`config.mk`:
```
export PLATFORM = sky130hd
export DESIGN_NAME = sar_adc_ctrl
export DESIGN_NICKNAME = d
export VERILOG_FILES = /design/src/rtl/sar_adc_ctrl.sv
export SDC_FILE = /design/constraint.sdc
export NUM_CORES = 1
export LEC_CHECK = 0
export ABC_AREA = 0
export BUFFER_PORTS_ARGS = -buffer_cell sky130_fd_sc_hd__buf_2
export CORE_MARGIN = 1.5
export CORE_UTILIZATION = 45
export CTS_BUF_LIST = sky130_fd_sc_hd__clkbuf_4 sky130_fd_sc_hd__clkbuf_8 sky130_fd_sc_hd__clkbuf_16
export DETAILED_ROUTE_END_ITERATION = 8
export GPL_ROUTABILITY_DRIVEN = 0
export PLACE_DENSITY = 0.74
export SLEW_MARGIN = 20
export SYNTH_ARGS = -nofsm -noshare
export SYNTH_HDL_FRONTEND = slang
export SYNTH_SLANG_ARGS = --single-unit
```
`constraint.sdc`:
```
create_clock -name clk -period 2.33 [get_ports clk]
set_input_delay 0.233 -clock clk [delete_from_list [all_inputs] [get_ports clk]]
set_output_delay 0.233 -clock clk [all_outputs]
set_load 0.05 [all_outputs]
```
`src/rtl/sar_adc_ctrl.sv`:
```
`default_nettype none
// ============================================================================
// Module      : sar_adc_ctrl
// Description : Successive-approximation ADC sequencer. Drives the analog mux,
//               track/hold switch and trial DAC code, resolves one bit per
//               clock from the comparator, publishes results with a one-cycle
//               valid pulse, and can scan channels round-robin.
// Revision    : 1.0 - initial release
// ============================================================================
module sar_adc_ctrl #(
    parameter int WIDTH      = 8,
    parameter int NCH        = 4,
    parameter int SAMPLE_CYC = 2,
    localparam int CW        = (NCH > 1) ? $clog2(NCH) : 1
) (
    input  logic             clk,
    input  logic             rst_n,
    input  logic             ena,
    input  logic             start,
    input  logic             scan,
    input  logic [CW-1:0]    ch_sel,
    input  logic             comp_in,
    output logic [WIDTH-1:0] dac_code,
    output logic [CW-1:0]    mux_sel,
    output logic             sample,
    output logic             busy,
    output logic [WIDTH-1:0] data_out,
    output logic [CW-1:0]    data_ch,
    output logic             data_valid
);

    // Down-counter reused for sample timing and as the current trial bit index
    localparam int               c_cnt_w       = 4;
    localparam logic [c_cnt_w-1:0] c_sample_last = c_cnt_w'(SAMPLE_CYC - 1);
    localparam logic [c_cnt_w-1:0] c_conv_first  = c_cnt_w'(WIDTH - 1);
    localparam logic [CW-1:0]    c_ch_last     = CW'(NCH - 1);
    localparam logic [WIDTH-1:0] c_one         = WIDTH'(1);
    localparam logic [WIDTH-1:0] c_msb         = c_one << (WIDTH - 1);

    typedef enum logic [1:0] {
        S_IDLE    = 2'd0,
        S_SAMPLE  = 2'd1,
        S_CONVERT = 2'd2,
        S_DONE    = 2'd3
    } state_t;

    state_t               r_state, w_state_nxt;
    logic [c_cnt_w-1:0]   r_cnt, w_cnt_nxt;
    logic [CW-1:0]        r_ch, w_ch_nxt;
    logic [WIDTH-1:0]     r_dac, w_dac_nxt;
    logic [WIDTH-1:0]     r_data, w_data_nxt;
    logic [CW-1:0]        r_data_ch, w_data_ch_nxt;
    logic                 r_sample, w_sample_nxt;
    logic                 r_busy, w_busy_nxt;
    logic                 r_valid, w_valid_nxt;

    // Mask of the bit under trial, and the code with that bit resolved
    logic [WIDTH-1:0]     w_trial_bit;
    logic [WIDTH-1:0]     w_resolved;

    assign w_trial_bit = c_one << r_cnt;
    assign w_resolved  = comp_in ? r_dac : (r_dac & ~w_trial_bit);

    // State and output registers; async reset clears everything
    always_ff @(posedge clk or negedge rst_n) begin
        if (!rst_n) begin
            r_state   <= S_IDLE;
            r_cnt     <= '0;
            r_ch      <= '0;
            r_dac     <= '0;
            r_data    <= '0;
            r_data_ch <= '0;
            r_sample  <= 1'b0;
            r_busy    <= 1'b0;
            r_valid   <= 1'b0;
        end else begin
            r_state   <= w_state_nxt;
            r_cnt     <= w_cnt_nxt;
            r_ch      <= w_ch_nxt;
            r_dac     <= w_dac_nxt;
            r_data    <= w_data_nxt;
            r_data_ch <= w_data_ch_nxt;
            r_sample  <= w_sample_nxt;
            r_busy    <= w_busy_nxt;
            r_valid   <= w_valid_nxt;
        end
    end

    // Next-state and next-output decode; ena low overrides every transition
    always_comb begin
        w_state_nxt   = r_state;
        w_cnt_nxt     = r_cnt;
        w_ch_nxt      = r_ch;
        w_dac_nxt     = r_dac;
        w_data_nxt    = r_data;
        w_data_ch_nxt = r_data_ch;
        w_sample_nxt  = r_sample;
        w_busy_nxt    = r_busy;
        w_valid_nxt   = 1'b0;

        case (r_state)
            S_IDLE: begin
                if (start) begin
                    w_ch_nxt     = ch_sel;
                    w_state_nxt  = S_SAMPLE;
                    w_cnt_nxt    = c_sample_last;
                    w_sample_nxt = 1'b1;
                    w_dac_nxt    = '0;
                    w_busy_nxt   = 1'b1;
                end
            end
            S_SAMPLE: begin
                if (r_cnt == '0) begin
                    w_state_nxt  = S_CONVERT;
                    w_cnt_nxt    = c_conv_first;
                    w_sample_nxt = 1'b0;
                    w_dac_nxt    = c_msb;
                end else begin
                    w_cnt_nxt = r_cnt - c_cnt_w'(1);
                end
            end
            S_CONVERT: begin
                if (r_cnt != '0) begin
                    w_dac_nxt = w_resolved | (w_trial_bit >> 1);
                    w_cnt_nxt = r_cnt - c_cnt_w'(1);
                end else begin
                    w_dac_nxt     = w_resolved;
                    w_data_nxt    = w_resolved;
                    w_data_ch_nxt = r_ch;
                    w_valid_nxt   = 1'b1;
                    w_state_nxt   = S_DONE;
                end
            end
            S_DONE: begin
                if (scan) begin
                    w_ch_nxt     = (r_ch == c_ch_last) ? '0 : r_ch + CW'(1);
                    w_state_nxt  = S_SAMPLE;
                    w_cnt_nxt    = c_sample_last;
                    w_sample_nxt = 1'b1;
                    w_dac_nxt    = '0;
                end else begin
                    w_state_nxt = S_IDLE;
                    w_busy_nxt  = 1'b0;
                    w_dac_nxt   = '0;
                end
            end
            default: begin
                w_state_nxt = S_IDLE;
            end
        endcase

        // Abort: drop to IDLE without publishing or changing the channel
        if (!ena) begin
            w_state_nxt   = S_IDLE;
            w_ch_nxt      = r_ch;
            w_dac_nxt     = '0;
            w_data_nxt    = r_data;
            w_data_ch_nxt = r_data_ch;
            w_sample_nxt  = 1'b0;
            w_busy_nxt    = 1'b0;
            w_valid_nxt   = 1'b0;
        end
    end

    assign dac_code   = r_dac;
    assign mux_sel    = r_ch;
    assign sample     = r_sample;
    assign busy       = r_busy;
    assign data_out   = r_data;
    assign data_ch    = r_data_ch;
    assign data_valid = r_valid;

endmodule
`default_nettype wire

```
==> flow_summary.ini <==
[status]
status = finished, final reports clean

[clock_network]
htreeDepth = 2
cts_tree = done
clk_pin_slew_ps = 60
cts_root_buf = clkbuf_8
cts_buffers = 5
clk_latency_ps = 280
cts_resized = 0
clock-sinks = 29
ctsLongestPathBuffers = 2
post_cts_buffers = 0
hold_buffers = 1

[worst_setup_path]
path_cells = inv_1, ha_1, nor3b_4, nand3_2, mux2_2
cp.buffers_inverters = 1
crit_arrival_ps = 2230
cp.required_ps = 2490
endpoint_kind = register
start_kind = register
max_stage_delay_ps = 430
cp_max_fo = 19
crit_slowest_cell = dfrtp_1
crit_family = simple AND/OR/NAND/NOR gates
critical_path_class = register to register

[route]
wl_per_cell_um = 13.5
drtIter0Drc = 65
vias = 1423
route.detailed.drc = 0
dr.pass1.iters = 4
ant_nets = 0
wl_um = 3530
avgViaCountPerCell = 5.43

[placement]
place_ws_ps = 274
hpwl_um = 2630
portBuffers = 30
dp_cells = 253

[timing]
setup_viol = 0
clock_skew_ps = 7.19
fin_crit_sh_pct = 88.7
timing.hold.ws_ps = 296
rsz0062_at_grt = no
period_minus_slack_ps = 2070
drv_slew = 0
fin_setup_tns_ps = 0
hold_viol_final = 0
relSlewSlack_pct = 57.5
tightest_slew_ps = 637
fin_ws_ps = 264
clock.fmax_ghz = 0.484

[final_layout]
final_core_util_pct = 57.1
area_growth_pct = 17.3
fin_nets = 234
stdcell_count = 262
layout-drive-gt1-share_pct = 26.4
fill_cells = 312
antenna_cells = 0

[die]
die_x_um = 64.0
coreArea_um2 = 3440
die_area_um2 = 4100
die_h_um = 64.0
io_pins = 31
initial_core_util_pct = 48.7
row_count = 21

[global_route]
antenna_found_initial = 0
grt_pass1_wl_um = 6130
grt_usage_pct = 19.6
grt_max_degree = 30
grt_pass1_vias = 1278
grt_overflow_total = 0

[synth]
syn-cell-area_um2 = 1680
synthFlopType = dfrtp_1
yosys_warnings = 0
syn_avg_cell_area_um2 = 9.26
synthDistinctLibCells = 37
synth-edff-count = 0
async_flop_share_pct = 100
synth_seq_area_share_pct = 43.3
synth_cells = 181
synth_seq_cells = 29
synth_nets = 200

[job]
max-cap-violations = 0

[power]
leakage_uw = 0.000978
p_per_area_nw_per_um2 = 1050
vdd_drop_max_uv = 533

[worst_hold_path]
hold_class = input pin to register
cell usage after synthesis, drive strengths merged, types with 2 or more instances:
library cell | number | area share, %
nand2 | 40 | 9.0
dfrtp | 29 | 43
o21ai | 20 | 6.0
a21oi | 16 | 4.8
ha | 11 | 8.2
inv | 7 | 1.6
mux2 | 7 | 4.7
nand2b | 7 | 2.6
nand3 | 5 | 1.8
nor2 | 5 | 1.1
buf | 4 | 1.5
clkbuf | 3 | 0.67
nor3 | 3 | 1.2
a2111oi | 2 | 2.2
a21o | 2 | 0.90
a31oi | 2 | 0.75
nand4 | 2 | 0.75
nor3b | 2 | 1.9
final cells by class:
type                       count  area [µm²]  area share, %
clock buffer                   6        76.3           3.88
multi-input combinational    138         887           45.1
tap                           46        57.6           2.93
inverter                       7        26.3           1.34
clock inverter                 2        10.0          0.509
timing repair buffer          34         183           9.29
sequential                    29         726           36.9
worst register-to-register path, stage by stage (launching register included):
cell     delay (ps)
dfrtp_1         430
inv_1           130
ha_1            330
nor3b_4         360
nand3_2         320
mux2_2          370
state kept, by name, indices dropped and copies added (netlist names):
name,count
dac_code,8
data_out,8
r_cnt,4
data_ch,2
mux_sel,2
r_state,2
busy,1
data_valid,1
sample,1
power breakdown:
group	internal [µW]	total [µW]	leakage (µW)	switching (µW)
Clock	218	406	0.0000484	188
Sequential	582	672	0.000391	89.7
Combinational	354	991	0.000538	638
Total	1150	2070	0.000978	915
kinds of logic (layout without fill, tap and decap cells):
group | after synthesis | after routing | share of synthesized area, %
and+or+nand+nor | 70 | 70 | 21.0
DFF | 29 | 29 | 43.3
adders and majority gates | 11 | 11 | 8.21
buffers and inverters | 14 | 49 | 3.73
AOI/OAI and AO/OA | 49 | 49 | 18.4
muxes | 8 | 8 | 5.30
placed cells by master, fill, tap and decap left out, types with 3 or more instances in the layout:
cell type,Yosys,layout
a21oi_1,16,16
buf_2,2,30
buf_4,2,3
clkbuf_8,0,5
dfrtp_1,29,29
ha_1,11,11
inv_1,7,7
mux2_2,7,7
nand2_1,40,40
nand2b_1,7,7
nand3_1,4,4
nor2_1,5,5
o21ai_0,20,20
metal layers:
| layer | GRT usage (%) | vias to the layer above | routed length (µm) |
|---|---|---|---|
| met4 | 8.97 | 0 | 74 |
| met2 | 30.7 | 47 | 1660 |
| met1 | 25.3 | 668 | 1610 |
| li1 | - | 701 | - |
| met5 | 0 | - | 0 |
| met3 | 5.28 | 7 | 184 |
final timing paths:
check | startpoint | to | slack (ps) | depth (start not counted)
min | ena | r_state[0] | 300 | 2
max | r_cnt[0] | data_ch[0] | 260 | 5
min in group asynchronous | rst_n | data_out[6] | 510 | 2
max in group asynchronous | rst_n | r_state[0] | 1410 | 2
max reg2reg | r_cnt[0] | data_ch[0] | 260 | 5
min reg2reg | data_out[1] | data_out[1] | 480 | 2
metrics by stage:
stage | cell area, µm² | total power [µW]
after floorplan | 1680 | 1420
after global placement | 1870 | 1640
after detailed placement | 1870 | 1660
after CTS | 1970 | 2080
after global routing | 1970 | 2220
final | 1970 | 2070
(Power assumes the default switching activity.)
